File: src/rtl/interval_timer_if.sv
// Register-strobe bus between the Avalon register adapter and the interval timer.
// The adapter (master) drives one-hot per-register strobes and write data; the
// timer (slave) returns one 32-bit word per register plus a level interrupt.
interface interval_timer_if #(
    parameter int REGS = 4
);
    logic [REGS-1:0]       write_en;
    logic [REGS-1:0]       read_en;
    logic [31:0]           data_in;
    logic [REGS-1:0][31:0] data_out;
    logic                  irq;

    modport master (
        output write_en,
        output read_en,
        output data_in,
        input  data_out,
        input  irq
    );

    modport slave (
        input  write_en,
        input  read_en,
        input  data_in,
        output data_out,
        output irq
    );
endinterface

File: src/rtl/interval_timer.sv
// Memory-mapped down-counting interval timer.
// Register map: 0 CTRL, 1 LOAD, 2 COUNT (read-only snapshot), 3 STATUS.
// A prescaled tick decrements the count; reaching the end of the count is an
// expiry that either reloads from LOAD or stops the timer (one-shot). Expiries
// set a sticky flag that drives a registered level interrupt; expiries that
// land while the flag is still set are tallied in a saturating missed counter.
module interval_timer #(
    parameter int REGS           = 4,
    parameter int PRESCALE_WIDTH = 8
) (
    input  logic            clk,
    input  logic            reset,
    interval_timer_if.slave bus
);
    localparam int REG_CTRL   = 0;
    localparam int REG_LOAD   = 1;
    localparam int REG_COUNT  = 2;
    localparam int REG_STATUS = 3;
    localparam int PW         = PRESCALE_WIDTH;

    localparam logic [7:0] MISSED_MAX = 8'hFF;

    // Strobe decode
    logic [REGS-1:0] wr_strobe;
    logic [REGS-1:0] rd_strobe;
    logic            wr_ctrl;
    logic            wr_load;
    logic            wr_status;
    logic            rd_count;
    logic            clr_expired;
    logic            clr_missed;
    logic            unused_strobes;

    // CTRL register
    logic            ctrl_enable;
    logic            ctrl_auto_reload;
    logic            ctrl_irq_en;
    logic [PW-1:0]   ctrl_prescale;
    logic            ctrl_enable_d;
    logic            ctrl_auto_reload_d;
    logic            ctrl_irq_en_d;
    logic [PW-1:0]   ctrl_prescale_d;

    // Counting datapath
    logic [31:0]     load_q;
    logic [31:0]     load_d;
    logic [31:0]     count_q;
    logic [31:0]     count_d;
    logic [31:0]     snapshot_q;
    logic [31:0]     snapshot_d;
    logic [PW-1:0]   prescale_cnt;
    logic [PW-1:0]   prescale_cnt_d;
    logic            tick;
    logic            expiry;

    // STATUS and interrupt
    logic            expired_q;
    logic            expired_d;
    logic [7:0]      missed_q;
    logic [7:0]      missed_d;
    logic            irq_q;
    logic            irq_d;

    assign wr_strobe = bus.write_en;
    assign rd_strobe = bus.read_en;

    // Only the COUNT read strobe has a side effect; the other reads are pure
    // register outputs and the COUNT write strobe is deliberately ignored.
    assign unused_strobes = ^{rd_strobe[REG_CTRL], rd_strobe[REG_LOAD],
                              rd_strobe[REG_STATUS], wr_strobe[REG_COUNT]};

    // Per-register strobe decode and STATUS write-one-to-clear bits
    always_comb begin
        wr_ctrl     = wr_strobe[REG_CTRL];
        wr_load     = wr_strobe[REG_LOAD];
        wr_status   = wr_strobe[REG_STATUS];
        rd_count    = rd_strobe[REG_COUNT];
        clr_expired = wr_status && bus.data_in[0];
        clr_missed  = wr_status && bus.data_in[1];
    end

    // Tick and expiry detection; a LOAD write suppresses the expiry of its cycle
    always_comb begin
        tick   = ctrl_enable && (prescale_cnt == ctrl_prescale);
        expiry = tick && !wr_load && (count_q <= 32'd1);
    end

    // CTRL next state: a write replaces the register, a one-shot expiry stops it
    always_comb begin
        ctrl_enable_d      = ctrl_enable;
        ctrl_auto_reload_d = ctrl_auto_reload;
        ctrl_irq_en_d      = ctrl_irq_en;
        ctrl_prescale_d    = ctrl_prescale;
        if (wr_ctrl) begin
            ctrl_enable_d      = bus.data_in[0];
            ctrl_auto_reload_d = bus.data_in[1];
            ctrl_irq_en_d      = bus.data_in[2];
            ctrl_prescale_d    = bus.data_in[8 +: PW];
        end else if (expiry && !ctrl_auto_reload) begin
            ctrl_enable_d = 1'b0;
        end
    end

    // Prescale counter: runs 0..prescale while enabled, parked at 0 otherwise.
    // Being parked at 0 while disabled is what makes a 0->1 enable start clean.
    // If prescale is lowered below the running count, the counter wraps
    // through its full range before ticking again rather than stalling.
    always_comb begin
        prescale_cnt_d = prescale_cnt + PW'(1);
        if (wr_load || !ctrl_enable || !ctrl_enable_d || tick) begin
            prescale_cnt_d = '0;
        end
    end

    // Count, LOAD and snapshot next state; a LOAD write wins over a tick
    always_comb begin
        load_d     = load_q;
        count_d    = count_q;
        snapshot_d = snapshot_q;
        if (wr_load) begin
            load_d  = bus.data_in;
            count_d = bus.data_in;
        end else if (tick) begin
            if (count_q > 32'd1) begin
                count_d = count_q - 32'd1;
            end else if (ctrl_auto_reload) begin
                count_d = load_q;
            end else begin
                count_d = 32'd0;
            end
        end
        if (rd_count) begin
            snapshot_d = count_q;
        end
    end

    // STATUS next state: an expiry beats a same-cycle clear of expired, and
    // such a collision is not counted as a missed expiry
    always_comb begin
        expired_d = expired_q;
        missed_d  = missed_q;
        if (expiry) begin
            expired_d = 1'b1;
        end else if (clr_expired) begin
            expired_d = 1'b0;
        end
        if (clr_missed) begin
            missed_d = 8'd0;
        end else if (expiry && expired_q && !clr_expired && (missed_q != MISSED_MAX)) begin
            missed_d = missed_q + 8'd1;
        end
        irq_d = expired_q && ctrl_irq_en;
    end

    // State registers with synchronous active-low reset
    always_ff @(posedge clk) begin
        if (!reset) begin
            ctrl_enable      <= 1'b0;
            ctrl_auto_reload <= 1'b0;
            ctrl_irq_en      <= 1'b0;
            ctrl_prescale    <= '0;
            load_q           <= 32'd0;
            count_q          <= 32'd0;
            snapshot_q       <= 32'd0;
            prescale_cnt     <= '0;
            expired_q        <= 1'b0;
            missed_q         <= 8'd0;
            irq_q            <= 1'b0;
        end else begin
            ctrl_enable      <= ctrl_enable_d;
            ctrl_auto_reload <= ctrl_auto_reload_d;
            ctrl_irq_en      <= ctrl_irq_en_d;
            ctrl_prescale    <= ctrl_prescale_d;
            load_q           <= load_d;
            count_q          <= count_d;
            snapshot_q       <= snapshot_d;
            prescale_cnt     <= prescale_cnt_d;
            expired_q        <= expired_d;
            missed_q         <= missed_d;
            irq_q            <= irq_d;
        end
    end

    // Register read words, straight from flops
    always_comb begin
        bus.data_out[REG_CTRL]   = {{(32 - 8 - PW){1'b0}}, ctrl_prescale, 5'b0,
                                    ctrl_irq_en, ctrl_auto_reload, ctrl_enable};
        bus.data_out[REG_LOAD]   = load_q;
        bus.data_out[REG_COUNT]  = snapshot_q;
        bus.data_out[REG_STATUS] = {16'b0, missed_q, 6'b0, ctrl_enable, expired_q};
        bus.irq                  = irq_q;
    end
endmodule
File: src/flat_wrapper.sv
// flat-port wrapper written by rule: the top's interface ports become plain ports
module interval_timer_flat 
#(
    parameter int REGS           = 4,
    parameter int PRESCALE_WIDTH = 8
)
  (clk, reset, bus_write_en, bus_read_en, bus_data_in, bus_data_out, bus_irq);
  interval_timer_if #(.REGS(REGS)) bus_i ();
  input  logic clk;
  input  logic reset;
  input wire logic [$bits(bus_i.write_en)-1:0] bus_write_en;
  input wire logic [$bits(bus_i.read_en)-1:0] bus_read_en;
  input wire logic [$bits(bus_i.data_in)-1:0] bus_data_in;
  output wire logic [$bits(bus_i.data_out)-1:0] bus_data_out;
  output wire logic [$bits(bus_i.irq)-1:0] bus_irq;
  assign bus_i.write_en = bus_write_en;
  assign bus_i.read_en = bus_read_en;
  assign bus_i.data_in = bus_data_in;
  assign bus_data_out = bus_i.data_out;
  assign bus_irq = bus_i.irq;
  interval_timer #(.REGS(REGS), .PRESCALE_WIDTH(PRESCALE_WIDTH)) u_core (.clk(clk), .reset(reset), .bus(bus_i));
endmodule
File: config.mk
export PLATFORM = sky130hd
export DESIGN_NAME = interval_timer_flat
export DESIGN_NICKNAME = d
export VERILOG_FILES = /design/src/rtl/interval_timer_if.sv /design/src/rtl/interval_timer.sv /design/src/flat_wrapper.sv
export SDC_FILE = /design/constraint.sdc
export NUM_CORES = 1
export LEC_CHECK = 0
export BUFFER_PORTS_ARGS = -buffer_cell sky130_fd_sc_hd__buf_2
export CORE_MARGIN = 3
export CORE_UTILIZATION = 53
export CTS_CLUSTER_SIZE = 25
export DETAILED_ROUTE_END_ITERATION = 12
export GPL_TIMING_DRIVEN = 0
export PLACE_DENSITY = 0.8
export SLEW_MARGIN = 20
export SYNTH_ARGS = -nofsm -noshare
export SYNTH_HDL_FRONTEND = slang
export SYNTH_SLANG_ARGS = --single-unit
export TNS_END_PERCENT = 5
File: constraint.sdc
create_clock -name clk -period 3.6 [get_ports clk]
set_input_delay 0.36 -clock clk [delete_from_list [all_inputs] [get_ports clk]]
set_output_delay 0.36 -clock clk [all_outputs]
set_load 0.02 [all_outputs]
After elaboration in Yosys (flattened, before gate mapping)
Index checks and enable logic that the tools add are counted.

word-level totals
  flip-flop bits (word level) = 125
  bits of input ports = 42
  output and inout bits = 129
  logic and storage cells = 49

cells by class
  add/subtract/negate cells = 3
  order comparisons = 2
  eq/ne operators = 2
  muxes and demuxes = 8
  bitwise logic cells = 1
  reductions and logical operators = 22

operators with widths
  kind                                                              count
  two-way mux 32 bit                                                4
  greater-than comparator 32 x 1 -> 1 bit (second input constant)   1
  less-or-equal comparator 32 x 1 -> 1 bit (second input constant)  1
  subtractor 32 x 1 -> 32 bit (second input constant)               1
  adder 8 x 1 -> 8 bit (second input constant)                      2
  logical AND 1 bit                                                 10
  == test 8 bit                                                     1
  != test 8 bit (second input constant)                             1
  logical NOT 1 bit                                                 5
  two-way mux 1 bit                                                 4
  nonzero test 2 bit                                                2
  OR reduction 2 bit                                                2
  logical OR 1 bit                                                  3
  inverter 1 bit                                                    1

Logic depth before layout (Yosys ltp)
Gate-level depths: netlist of run 1.

  depth after elaboration = 11
  mapped depth = 9

Least setup slack after synthesis of run 1
No wires, ideal clock.

  kind = register -> register
  from = register u_core.count_q[11]
  to = register u_core.missed_q[6]
  setup time = 0.072 ns
  data arrival time = 2.877 ns
  required time = 3.528 ns
  path slack = 0.650 ns
  stages on the path, launching flop included = 10
  buffers on the path = 3
  clock period less this slack = 2.950 ns
  cell sequence = dfxtp_1 buf_6 or3_4 or4_4 buf_6 or4b_4 buf_6 or3_4 or3_1 a21oi_1

on the way
  cells in the longest elaborated chain, start to end = 5

RTL lines
  element                                   RTL line               source
  from (decl)                               interval_timer.sv:47   logic [31:0] count_q;
  from (signal assigned)                    interval_timer.sv:175  count_q <= count_d;
  less-or-equal comparator 32 x 1 -> 1 bit  interval_timer.sv:85   expiry = tick && !wr_load && (count_q <= 32'd1);
  logical AND 1 bit                         interval_timer.sv:85
  logical AND 1 bit (3 in series)           interval_timer.sv:149  end else if (expiry && expired_q && !clr_expired && (missed_q != MISSED_MAX)) begin
  to (signal assigned)                      interval_timer.sv:179  missed_q <= missed_d;
  to (decl)                                 interval_timer.sv:59   logic [7:0] missed_q;

No other way between the ends.
A chain may end at the register's enable or synchronous reset.

Final worst setup path of run 1
  from = register u_core.count_q[27]
  to = register u_core.count_q[24]

on the way
  cells in the longest elaborated chain, start to end = 4

RTL lines
  element                                  RTL line               source
  greater-than comparator 32 x 1 -> 1 bit  interval_timer.sv:124  if (count_q > 32'd1) begin
  two-way mux 32 bit                       interval_timer.sv:124
  two-way mux 32 bit                       interval_timer.sv:123  end else if (tick) begin
  two-way mux 32 bit                       interval_timer.sv:120  if (wr_load) begin

No other way between the ends. The select of a mux whose other input is x is not followed.

==> summary.md, run 1 <==
• 125 — flops & latches, synth
• 13400 um2 — Die ar.
• 464 uV — worst vdd rail ir drop
• 8 — Crit path depth
• 39.4% — sequential share of power
• 8.39 um2 — average size of a mapped cell
• 3.97 ns — required time at the worst-slack endpoint
• 15500 um — post-DP HPWL
• 9 — first-pass detailed-route iteration total
• 60 — count of cell types in the netlist
• clkbuf_1 > or4_1 > or4_1 > nor4_1 > clkbuf_1 > a22oi_1 > a21oi_1 > o211a_1 — CP Cell Sequence
• 32.3% — Total Routing Usage GR
• 1.19 ns — actual transition at the worst max-transition pin
• 0.43 ns — worst-skew pair later-pin latency
• 39.2% — share of the yosys chip area belonging to registers
• 0 — number of antenna violations at the first check in global routing
• 0.06 ns — clock transition at the register clock pins on the worst setup and hold paths after CTS
• 0 — aggregate global routing overflow
• 97.2% — post-route fraction of the period consumed by the critical path
• register — type of element capturing the critical path
• completed — run status
• 68.5% — utilization after layout
• 492 nW/um2 — total power divided by cell area
• 0 — max-cap violation count
• 0 — DRC errors left
• 0.68 ns — CP peak stage delay
• 39.2% — area share of the leading cell type in the synthesized netlist
• 3.87 ns — crit path DAT
• 0 — count of flip-flops with a built-in enable after synthesis
• 120 — port buffer count
• 39 — num rows
• 24.2% — layout overhead on the synthesized area
• 3.50 ns — post-layout minimum cycle time
• 2.74 mW — internal portion of total power
• 6463 — vias after detailed routing
• register to register — Worst Setup Path Type
• 4 — Max H-tree Level
• 760 — drt initial violations
• u_core.count_q[27] — startpoint of the lowest-slack register-to-register path
• 10 — CP max FO
• 55.1% — effective utilization at floorplan
• 2 — Crit path buffers/inverters
• 17.3% — combinational share of power
• 5.89 — post-DR vias/cell
• 1.01 — routability congestion estimate
• 21800 um — final wirelength
• register — Worst setup SP type
• u_core.count_q[24] — Worst setup endpoint
• 116 um — Die Ht
• 43.3% — clock network power share
• 5936 — via count of the first global-routing pass
• sky130_fd_sc_hd__or4_1 — slowest CP cell
• 0 — number of pins with negative max-slew slack in the final report
• 20.3% — worst max-slew margin expressed relative to the limit
• 0 ns — accumulated negative setup slack
• 1.15 mW — Psw
• 0 — post-cts repair resize count
• 0 — Antenna Violating Nets Remaining
• 17 — total clock buffers created by CTS
• sky130_fd_sc_hd__clkbuf_16 — CTS root buf
• 29.6% — net switching fraction of the power
• sky130_fd_sc_hd__dfxtp_1 — cell type contributing the most total cell area after synthesis
• 19.9 um — routed length per instance
• 0 — final antenna diode count
• 0 — number of endpoints with negative hold slack in the final report
• 17 — largest net degree at the start of global routing
• 3.89 mW — Overall Power
• 32700 um — global-route wire length before repair
• 11600 um2 — placeable core area
• 3.68 nW — Leakage
• sky130_fd_sc_hd__dfxtp_1 — Main synth FF type
• 993 — number of inserted filler cells in the final layout
• 987 — Total Nets Final
• u_core.count_q[27] — launching instance or port of the critical path
• 0 — count of endpoints failing setup in the final report
• primary input to register — type of the worst min-delay path
• 0.102 ns — slack of the critical path
• 171 — total I/O pin count
• 0.286 GHz — top achievable clock speed
• sky130_fd_sc_hd__dfxtp_1 — most common library cell in the layout ignoring fill and taps
• 0 — Post-CTS Setup Repair Bufs
• 0 — number of hold buffers added after cts
• 2 — Max Buffers Root-to-Sink
• 8 — r2r worst-path depth
• 760 — number of instances in the synthesized netlist
• 0.126 ns — worst-case setup slack after placement
• 0% — share of flip-flops with an asynchronous set or reset
• true — RSZ-0062 raised after global routing
• u_core.count_q[24] — Worst R2R End
• sky130_fd_sc_hd__dfxtp_1, sky130_fd_sc_hd__nor2_1, sky130_fd_sc_hd__buf_2, sky130_fd_sc_hd__mux2i_1, sky130_fd_sc_hd__buf_4 — commonest non-fill, non-tap cells in the layout
• 0 — number of warnings reported in the yosys synthesis log
• 6380 um2 — Cell Area, Synth
• 125 — clock sink count
• sky130_fd_sc_hd__dfxtp_1, sky130_fd_sc_hd__mux2i_1, sky130_fd_sc_hd__nor2_1 — leading cell types by total area after synthesis
• simple AND/OR/NAND/NOR gates — category of cells accounting for the largest share of critical-path delay
• yes — TritonCTS clock tree
• 0.10 ns — setup slack, reg-to-reg
• 116 um — die width
• 22.2% — fraction of final layout cells with drive strength greater than 1
• 0.00621 ns — final setup skew
[worst min-delay path by stage]
stage | from | end | slack (ns) | depth (start not counted)
finish | bus_data_in[25] | u_core.load_q[25] | 0.19 | 3
global route | bus_data_in[28] | u_core.load_q[28] | 0.22 | 3
CTS | bus_data_in[25] | u_core.load_q[25] | 0.19 | 3
detailed placement | u_core.prescale_cnt[0] | u_core.prescale_cnt[0] | 0.47 | 1
global placement | u_core.prescale_cnt[0] | u_core.prescale_cnt[0] | 0.46 | 1
floorplan | u_core.prescale_cnt[0] | u_core.prescale_cnt[0] | 0.44 | 1
[final cells by class]
| class | instances | area, um2 | area share (%) |
|---|---|---|---|
| multi-input cells | 567 | 3440 | 43.5 |
| flip-flops and latches | 125 | 2500 | 31.6 |
| clock buffers | 22 | 464 | 5.86 |
| plain buffers | 97 | 567 | 7.16 |
| inverters | 13 | 48.8 | 0.616 |
| clock inverters | 10 | 115 | 1.45 |
| repair buffers | 120 | 601 | 7.59 |
| well taps | 143 | 179 | 2.26 |
[state kept, by name (all words and copies together), names as in the netlist]
register	count
u_core.bus.irq	1
u_core.count_q	32
u_core.ctrl_auto_reload	1
u_core.ctrl_enable	1
u_core.ctrl_irq_en	1
u_core.ctrl_prescale	8
u_core.expired_q	1
u_core.load_q	32
u_core.missed_q	8
u_core.prescale_cnt	8
u_core.snapshot_q	32
[cells in the mapped netlist, types with 3 or more instances]
| master | count |
|---|---|
| sky130_fd_sc_hd__nand2_1 | 38 |
| sky130_fd_sc_hd__o211a_1 | 3 |
| sky130_fd_sc_hd__clkbuf_1 | 37 |
| sky130_fd_sc_hd__dfxtp_1 | 125 |
| sky130_fd_sc_hd__and3_1 | 7 |
| sky130_fd_sc_hd__and2_1 | 3 |
| sky130_fd_sc_hd__and4_1 | 3 |
| sky130_fd_sc_hd__or3_1 | 10 |
| sky130_fd_sc_hd__nor2_1 | 121 |
| sky130_fd_sc_hd__nand3_1 | 25 |
| sky130_fd_sc_hd__a32o_1 | 3 |
| sky130_fd_sc_hd__buf_4 | 48 |
| sky130_fd_sc_hd__xor2_1 | 14 |
| sky130_fd_sc_hd__ha_1 | 4 |
| sky130_fd_sc_hd__a22oi_1 | 8 |
| sky130_fd_sc_hd__o31ai_1 | 3 |
| sky130_fd_sc_hd__nand4_1 | 4 |
| sky130_fd_sc_hd__nor3_1 | 19 |
| sky130_fd_sc_hd__a221oi_1 | 3 |
| sky130_fd_sc_hd__or4_1 | 7 |
| sky130_fd_sc_hd__o22a_1 | 3 |
| sky130_fd_sc_hd__buf_1 | 9 |
| sky130_fd_sc_hd__a21boi_0 | 3 |
| sky130_fd_sc_hd__a31oi_1 | 10 |
| sky130_fd_sc_hd__a211oi_1 | 3 |
| sky130_fd_sc_hd__mux2i_1 | 67 |
| sky130_fd_sc_hd__nor4_1 | 22 |
| sky130_fd_sc_hd__o211ai_1 | 3 |
| sky130_fd_sc_hd__xnor2_1 | 7 |
| sky130_fd_sc_hd__a311oi_1 | 6 |
| sky130_fd_sc_hd__inv_1 | 11 |
| sky130_fd_sc_hd__a21oi_1 | 45 |
| sky130_fd_sc_hd__o21ai_0 | 42 |
| sky130_fd_sc_hd__buf_6 | 3 |
[stage by stage]
| stage | hold slack (ns) | instances | area (um2) |
|---|---|---|---|
| 2_1_floorplan | 0.437 | 802 | 6540 |
| 3_3_place_gp | 0.462 | 1065 | 7310 |
| 3_5_place_dp | 0.474 | 1065 | 7310 |
| 4_1_cts | 0.191 | 1097 | 7890 |
| 5_1_grt | 0.218 | 1097 | 7920 |
| 6_report | 0.187 | 1097 | 7920 |
[logic make-up after synthesis]
family,after synthesis,synth area share (%)
and+or+nand+nor,273,20.8
AOI/OAI and AO/OA,159,16.1
DFF,125,39.2
buffers and inverters,110,9.65
muxes,67,10.5
xor gates and xnor gates,21,2.88
adders and majority gates,4,0.785
other,1,0.0588
[routing by layer]
metal | routed length (um) | GRT usage (%) | part of all wire [%] | up-vias
met5 | 0 | 0 | 0 | -
met4 | 664 | 12.8 | 3.0 | 0
met3 | 2550 | 9.30 | 12 | 65
met2 | 9810 | 50.9 | 45 | 428
met1 | 8760 | 41.9 | 40 | 2962
li1 | - | - | - | 3008
[power groups by stage]
stage                     Sequential [mW]  Clock, mW  Combinational (mW)
after detailed placement             1.56          0               0.646
after CTS                            1.53       1.69               0.652
after global placement               1.56          0               0.642
after global routing                 1.54       1.75               0.722
after floorplan                      1.59          0               0.406
final                                1.53       1.68               0.673
[worst min-delay path: stages]
cell	delay, ns
sky130_fd_sc_hd__buf_2	0.08
sky130_fd_sc_hd__mux2i_1	0.06
sky130_fd_sc_hd__nor2_1	0.07
(Power assumes the default switching activity.)
==> run 2, diff against run 1 <==
Settings changed: ABC_AREA from default to 1.
==> run 2 against run 1 <==
- sequential power barely moved
- core utilization fell by 0.12 points
- die area rose by 0.93%
- sequential share of layout area fell by 0.21 points
- critical path type unchanged
- largest power group unchanged
==> summary.md, run 2 <==
• completed — run status
• 1.42 ns — worst-case setup slack after placement, +1.30 ns
• 61.9% — post-route fraction of the period consumed by the critical path, -35 points
• 11700 um2 — placeable core area, +0.84%
• 5.36 — post-DR vias/cell, -9.0%
• 0% — share of flip-flops with an asynchronous set or reset, unchanged
• 0 — post-cts repair resize count, unchanged
• 31500 um — global-route wire length before repair, -3.9%
• u_core.count_q (32), u_core.load_q (32), u_core.snapshot_q (32) — registers with the most flip-flops
• sky130_fd_sc_hd__dfxtp_1 — cell type contributing the most total cell area after synthesis
• 39 — num rows, unchanged
• 30.7% — Total Routing Usage GR, -1.6 points
• 4 — Max H-tree Level, unchanged
• 0.06 ns — clock transition at the register clock pins on the worst setup and hold paths after CTS, about the same
• 0 — number of warnings reported in the yosys synthesis log, unchanged
• 1.37 ns — setup slack, reg-to-reg, +1.27 ns
• 121 — port buffer count, +0.83%
• 0 — number of hold buffers added after cts, unchanged
• 349 uV — worst vdd rail ir drop, -25%
• 0 — count of endpoints failing setup in the final report, unchanged
• 0 — max-cap violation count, unchanged
• 2.23 ns — post-layout minimum cycle time, -1.27 ns
• 38.9% — share of the yosys chip area belonging to registers, -0.38 points
• 0 ns — accumulated negative setup slack, unchanged
• 3.90 nW — Leakage, +5.9%
• 0 — aggregate global routing overflow, unchanged
• 736 — drt initial violations, -3.2%
• 0 — number of antenna violations at the first check in global routing, unchanged
• 1172 — Total Nets Final, +19%
• 0 — DRC errors left, unchanged
• 6868 — vias after detailed routing, +6.3%
• 20800 um — final wirelength, -4.5%
• 0 — number of endpoints with negative hold slack in the final report, unchanged
• 125 — clock sink count, unchanged
• 492 nW/um2 — total power divided by cell area, +0.11%
• 2 — Max Buffers Root-to-Sink, unchanged
• 42.8% — worst max-slew margin expressed relative to the limit, +23 points
• 23.8% — layout overhead on the synthesized area
• 0.210 ns — worst hold margin, +0.0227 ns
• 0 — count of flip-flops with a built-in enable after synthesis, unchanged
• 36 — count of cell types in the netlist, -40%
• 1.37 ns — slack of the critical path, +1.27 ns
• 0.449 GHz — top achievable clock speed, +57%
• 0 — Antenna Violating Nets Remaining, unchanged
• sky130_fd_sc_hd__nand2_1 — most common library cell in the layout ignoring fill and taps
• 21.0% — fraction of final layout cells with drive strength greater than 1, -1.2 points
• 15200 um — post-DP HPWL, -1.9%
• 0.42 ns — worst-skew pair later-pin latency, about the same
• sky130_fd_sc_hd__nand2_1, sky130_fd_sc_hd__dfxtp_1, sky130_fd_sc_hd__nor2_1 — Commonest cells post-synth
• register — Worst setup SP type
• 6143 — via count of the first global-routing pass, +3.5%
• 17 — largest net degree at the start of global routing, unchanged
• 16.2 um — routed length per instance, -18%
• 0 — number of pins with negative max-slew slack in the final report, unchanged
• sky130_fd_sc_hd__dfxtp_1, sky130_fd_sc_hd__nand2_1, sky130_fd_sc_hd__o21ai_0 — leading cell types by total area after synthesis
• 6440 um2 — Cell Area, Synth, +0.98%
• 55.2% — effective utilization at floorplan, +0.075 points
• false — RSZ-0062 raised after global routing
• 125 — flops & latches, synth, unchanged
• 13500 um2 — Die ar., +0.93%
• register — type of element capturing the critical path
• sky130_fd_sc_hd__dfxtp_1 — Main synth FF type
• 944 — number of instances in the synthesized netlist, +24%
• 0.00584 ns — final setup skew, -0.000368 ns
• sky130_fd_sc_hd__nand2_1, sky130_fd_sc_hd__buf_2, sky130_fd_sc_hd__dfxtp_1, sky130_fd_sc_hd__nor2_1, sky130_fd_sc_hd__o21ai_0 — commonest non-fill, non-tap cells in the layout
• primary input to register — type of the worst min-delay path
• 7 — first-pass detailed-route iteration total, -2
• 0 — final antenna diode count, unchanged
• 17 — total clock buffers created by CTS, unchanged
• 2.59 ns — crit path DAT, -1.28 ns
• 38.9% — area share of the leading cell type in the synthesized netlist, -0.38 points
• 6.82 um2 — average size of a mapped cell, -19%
• 3.96 ns — required time at the worst-slack endpoint, about the same
• yes — TritonCTS clock tree
• 0 — Post-CTS Setup Repair Bufs, unchanged
• sky130_fd_sc_hd__clkbuf_16 — CTS root buf
• 10 — CP max FO, unchanged
• 116 um — Die Ht, +0.46%
• 0.858 ns — actual transition at the worst max-transition pin, -0.329 ns
• 0.985 — routability congestion estimate, -2.8%
• sky130_fd_sc_hd__nand2_1 — count leader, synth
• 171 — total I/O pin count, unchanged
• register to register — Worst Setup Path Type
• 68.3% — utilization after layout, -0.12 points
• 116 um — die width, +0.46%
-- run 2: cell types whose count changed in the layout (fill, tap and decap cells not counted), sizes merged, moves of 10 or more --
cell / before / now
nor4: 25 / 3
o21ai: 42 / 108
a21oi: 45 / 99
or3: 12 / 0
mux2i: 67 / 0
inv: 12 / 105
nand3: 25 / 44
nor3: 19 / 8
nand2: 38 / 186
clkbuf: 59 / 49
-- run 2: path summary, 6_finish.rpt --
path | to | depth (start not counted) | from
worst max register to register | u_core.count_q[15] | 11 | u_core.count_q[0]
worst max-delay path | u_core.count_q[15] | 11 | u_core.count_q[0]
worst min register to register | u_core.bus.irq | 2 | u_core.ctrl_irq_en
worst min-delay path | u_core.load_q[16] | 3 | bus_data_in[16]
-- run 2: power by group --
part	total, mW	internal, mW	switching, mW
clock network	1.72	1.10	0.615
registers	1.52	1.46	0.0596
logic	0.682	0.221	0.461
total	3.92	2.79	1.14
-- run 2: stage by stage --
stage               instances  instance area (um2)  total power, mW
global placement         1250                 7380             2.21
detailed placement       1250                 7380             2.21
floorplan                 986                 6600             2.01
finish                   1281                 7970             3.92
CTS                      1281                 7970             3.91
global route             1281                 7970             4.06
-- run 2: critical path, cell delays in order, from the launching register on --
cell	delay [ns]
sky130_fd_sc_hd__dfxtp_1	0.33
sky130_fd_sc_hd__inv_1	0.14
sky130_fd_sc_hd__ha_1	0.26
sky130_fd_sc_hd__o21ai_0	0.11
sky130_fd_sc_hd__nor2_1	0.10
sky130_fd_sc_hd__nand2_1	0.12
sky130_fd_sc_hd__nor2_4	0.19
sky130_fd_sc_hd__nand2_4	0.17
sky130_fd_sc_hd__buf_6	0.21
sky130_fd_sc_hd__o21ai_0	0.36
sky130_fd_sc_hd__a21oi_1	0.08
sky130_fd_sc_hd__nor2_1	0.09
-- run 2: kinds of logic (layout without fill, tap and decap cells) --
kind of cell	count (synthesis)	after routing	share of synthesized area (%)
other	1	43	0.0582
AO/OA/AOI/OAI	230	230	18.7
XOR/XNOR	13	13	1.77
adder cells (fa/ha/maj)	4	4	0.777
flip-flops	125	125	38.9
buffers and inverters	189	341	14.3
AND/OR/NAND/NOR	382	382	25.5
-- run 2: layout make-up --
class	count	area [um2]
fillers	1054	3690
multi-input cells	672	3170
flip-flops and latches	125	2500
repair buffers	121	606
plain buffers	84	528
clock buffers	25	505
inverters	105	394
well taps	143	179
clock inverters	6	82.6
-- run 2: layer usage --
| metal | up-vias | track usage, % | share of wire, % |
|---|---|---|---|
| met2 | 415 | 46.4 | 44 |
| met5 | - | 0 | 0 |
| met1 | 3047 | 41.3 | 42 |
| li1 | 3340 | - | - |
| met4 | 0 | 15.9 | 3.9 |
| met3 | 66 | 6.37 | 11 |
==> run 3, diff against run 2 <==
Settings changed: CORE_UTILIZATION 53 to 48, PLACE_DENSITY 0.8 to 0.77.
Clock period 3.6 ns to 1.9 ns, I/O delays scaled along.
==> run 3 against run 2 <==
- non-clock buffer count is 16 higher
- clock power is 85% higher
- critical path depth is 2 higher
- cell area is 5.5% higher
- core utilization is 3.0 points lower
- setup slack worse by 1.3 ns
- clock skew is 0.0071 ns higher
- power is 90% higher
- highest routed layer unchanged
- routed wire length is 0.47% higher
- flip-flop and latch count stayed put
==> summary.md, run 3 (synthesized netlist as in run 2, its figures left out) <==
• 0.970 — routability congestion estimate, -1.6%
• register — Worst setup SP type
• 602 uV — worst vdd rail ir drop, +73%
• 9160 um — detailed-routed wire length on met2, +1.2%
• 121 — port buffer count, unchanged
• 6093 — via count of the first global-routing pass, -0.81%
• 26.0% — fraction of final layout cells with drive strength greater than 1, +5.0 points
• 0 — Antenna Violating Nets Remaining, unchanged
• 888 nW/um2 — total power divided by cell area, +81%
• 0.03 ns — setup slack, reg-to-reg, -1.34 ns
• 15.8 um — routed length per instance, -2.8%
• u_core.count_q (32), u_core.load_q (32), u_core.snapshot_q (32) — registers with the most flip-flops
• 7.47 mW — Overall Power, +90%
• sky130_fd_sc_hd__clkbuf_16 — CTS root buf
• 98.3% — post-route fraction of the period consumed by the critical path, +36 points
• 8410 um2 — post-route cell area, +5.5%
• 17 — total clock buffers created by CTS, unchanged
• 0.06 ns — clock transition at the register clock pins on the worst setup and hold paths after CTS, about the same
• 30.6% — layout overhead on the synthesized area
• register to register — Worst Setup Path Type
• 0 — number of hold buffers added after cts, unchanged
• 3 — worst hold path stage count, unchanged
• 0 — max-cap violation count, unchanged
• 0.0129 ns — final setup skew, +0.00709 ns
• 50.6% — worst max-slew margin expressed relative to the limit, +7.8 points
• 1188 — Total Nets Final, +1.4%
• 0.0269 ns — worst hold margin, -0.183 ns
• 8620 um — routed metal-1 wire length, -0.77%
• 2370 um — total length of routed met3 wires, +4.9%
• 0 — count of endpoints failing setup in the final report, unchanged
• -0.239 ns — worst-case setup slack after placement, -1.66 ns
• 1279 — cell total after placement, +2.3%
• 27.5% — Total Routing Usage GR, -3.2 points
• 0 — DRC errors left, unchanged
• 0.0324 ns — slack of the critical path, -1.34 ns
• 6 — first-pass detailed-route iteration total, -1
• 171 — total I/O pin count, unchanged
• sky130_fd_sc_hd__nand2_1 — most common library cell in the layout ignoring fill and taps
• 0 — number of pins with negative max-slew slack in the final report, unchanged
• 122 um — die width, +4.8%
• register — type of element capturing the critical path
• 125 — clock sink count, unchanged
• 5 — CP max FO, -5
• 0 — number of antenna violations at the first check in global routing, unchanged
• 0.44 ns — worst-skew pair later-pin latency, +0.02 ns
• 3390 um2 — total area of multi-input combinational cells, +6.7%
• met4 — Max Used Layer
• primary input to register — type of the worst min-delay path
• 1324 — final instance count without filler cells, +3.4%
• 2.27 ns — required time at the worst-slack endpoint, -1.69 ns
• sky130_fd_sc_hd__nand2_1, sky130_fd_sc_hd__buf_2, sky130_fd_sc_hd__dfxtp_1, sky130_fd_sc_hd__nor2_1 — commonest non-fill, non-tap cells in the layout
• 6887 — vias after detailed routing, +0.28%
• 20900 um — final wirelength, +0.47%
• u_core.count_q[0] — launching instance or port of the critical path
• 2.24 ns — crit path DAT, -0.35 ns
• 5.20 — post-DR vias/cell, -3.0%
• 0 — aggregate global routing overflow, unchanged
• 41 — num rows, +5.1%
• 2520 um2 — Sequential cell area, +0.80%
• 13 — r2r worst-path depth, +2
• bus_data_in[19] — Hold Startpoint
• 7420 um2 — post-place instance area, +0.49%
• 50.0% — effective utilization at floorplan, -5.2 points
• true — RSZ-0062 raised after global routing
• 0.535 GHz — top achievable clock speed, +19%
• completed — run status
• 0 — final antenna diode count, unchanged
• 2 — Max Buffers Root-to-Sink, unchanged
• 1180 — number of inserted filler cells in the final layout, +12%
• 0 — number of endpoints with negative hold slack in the final report, unchanged
• 122 um — Die Ht, +4.8%
• 15000 um — post-DP HPWL, -1.1%
• u_core.count_q[0] — startpoint of the lowest-slack register-to-register path
• yes — TritonCTS clock tree
• 4.02 nW — Leakage, +3.1%
• 12900 um2 — placeable core area, +10%
• 4 — Max H-tree Level, unchanged
• 719 — drt initial violations, -2.3%
• 0.740 ns — actual transition at the worst max-transition pin, -0.118 ns
• 31300 um — global-route wire length before repair, -0.70%
• 14800 um2 — Die ar., +9.9%
• 17 — largest net degree at the start of global routing, unchanged
• 1.87 ns — post-layout minimum cycle time, -0.359 ns
[run 3: changes by cell type in the layout (fill, tap and decap cells not counted), sizes merged]
cell	change
buf	+14
inv	-1
clkbuf	-1
clkinvlp	+1
clkinv	+1
[run 3: worst paths after layout]
path | endpoint
worst max-delay path | u_core.count_q[27]
worst min-delay path | u_core.load_q[19]
worst max register to register | u_core.count_q[27]
worst min register to register | u_core.bus.irq
[run 3: final cells by class]
type / count / area share [%]
Buffer: 84 / 6.84
Clock buffer: 22 / 5.64
Sequential cell: 125 / 30.0
Tap cell: 172 / 2.56
Timing Repair Buffer: 137 / 8.84
Clock inverter: 7 / 1.07
Multi-Input combinational cell: 672 / 40.3
Inverter: 105 / 4.81
[run 3: power breakdown]
group | switching, mW | internal, mW | leakage [nW]
Sequential | 0.126 | 2.77 | 1.03
Combinational | 0.911 | 0.479 | 2.71
Clock | 1.18 | 2.00 | 0.274
[run 3: worst max-delay path, stage by stage (launching register included)]
cell and delay (ns):
sky130_fd_sc_hd__dfxtp_4 0.36, sky130_fd_sc_hd__inv_4 0.08, sky130_fd_sc_hd__ha_4 0.15, sky130_fd_sc_hd__o21ai_1 0.07
sky130_fd_sc_hd__nor2_1 0.14, sky130_fd_sc_hd__nand2_2 0.10, sky130_fd_sc_hd__inv_2 0.08, sky130_fd_sc_hd__nand2_4 0.08
sky130_fd_sc_hd__nor2_4 0.25, sky130_fd_sc_hd__clkbuf_16 0.22, sky130_fd_sc_hd__o21bai_4 0.07, sky130_fd_sc_hd__nand3_2 0.06
sky130_fd_sc_hd__nand3_1 0.07, sky130_fd_sc_hd__inv_1 0.07
[run 3: repair_timing]
item,4_1_cts,5_1_grt
pin swaps,1,21
gates cloned,0,1
gates resized for setup,20,74
setup endpoints to repair,32,48
setup buffers,0,15
[run 3: per-layer routing]
layer	vias to the layer above	GRT usage, %
li1	3359	-
met1	3080	36.1
met2	389	42.2
met3	59	7.57
met4	0	12.5
met5	-	0
[run 3: per-stage QoR]
stage | TNS [ns] | utilization, %
3_3_place_gp | -1.52 | 57.6
2_1_floorplan | 0 | -
5_1_grt | -0.603 | 65.3
6_report | 0 | 65.3
4_1_cts | 0 | 62.4
3_5_place_dp | -2.23 | 57.6
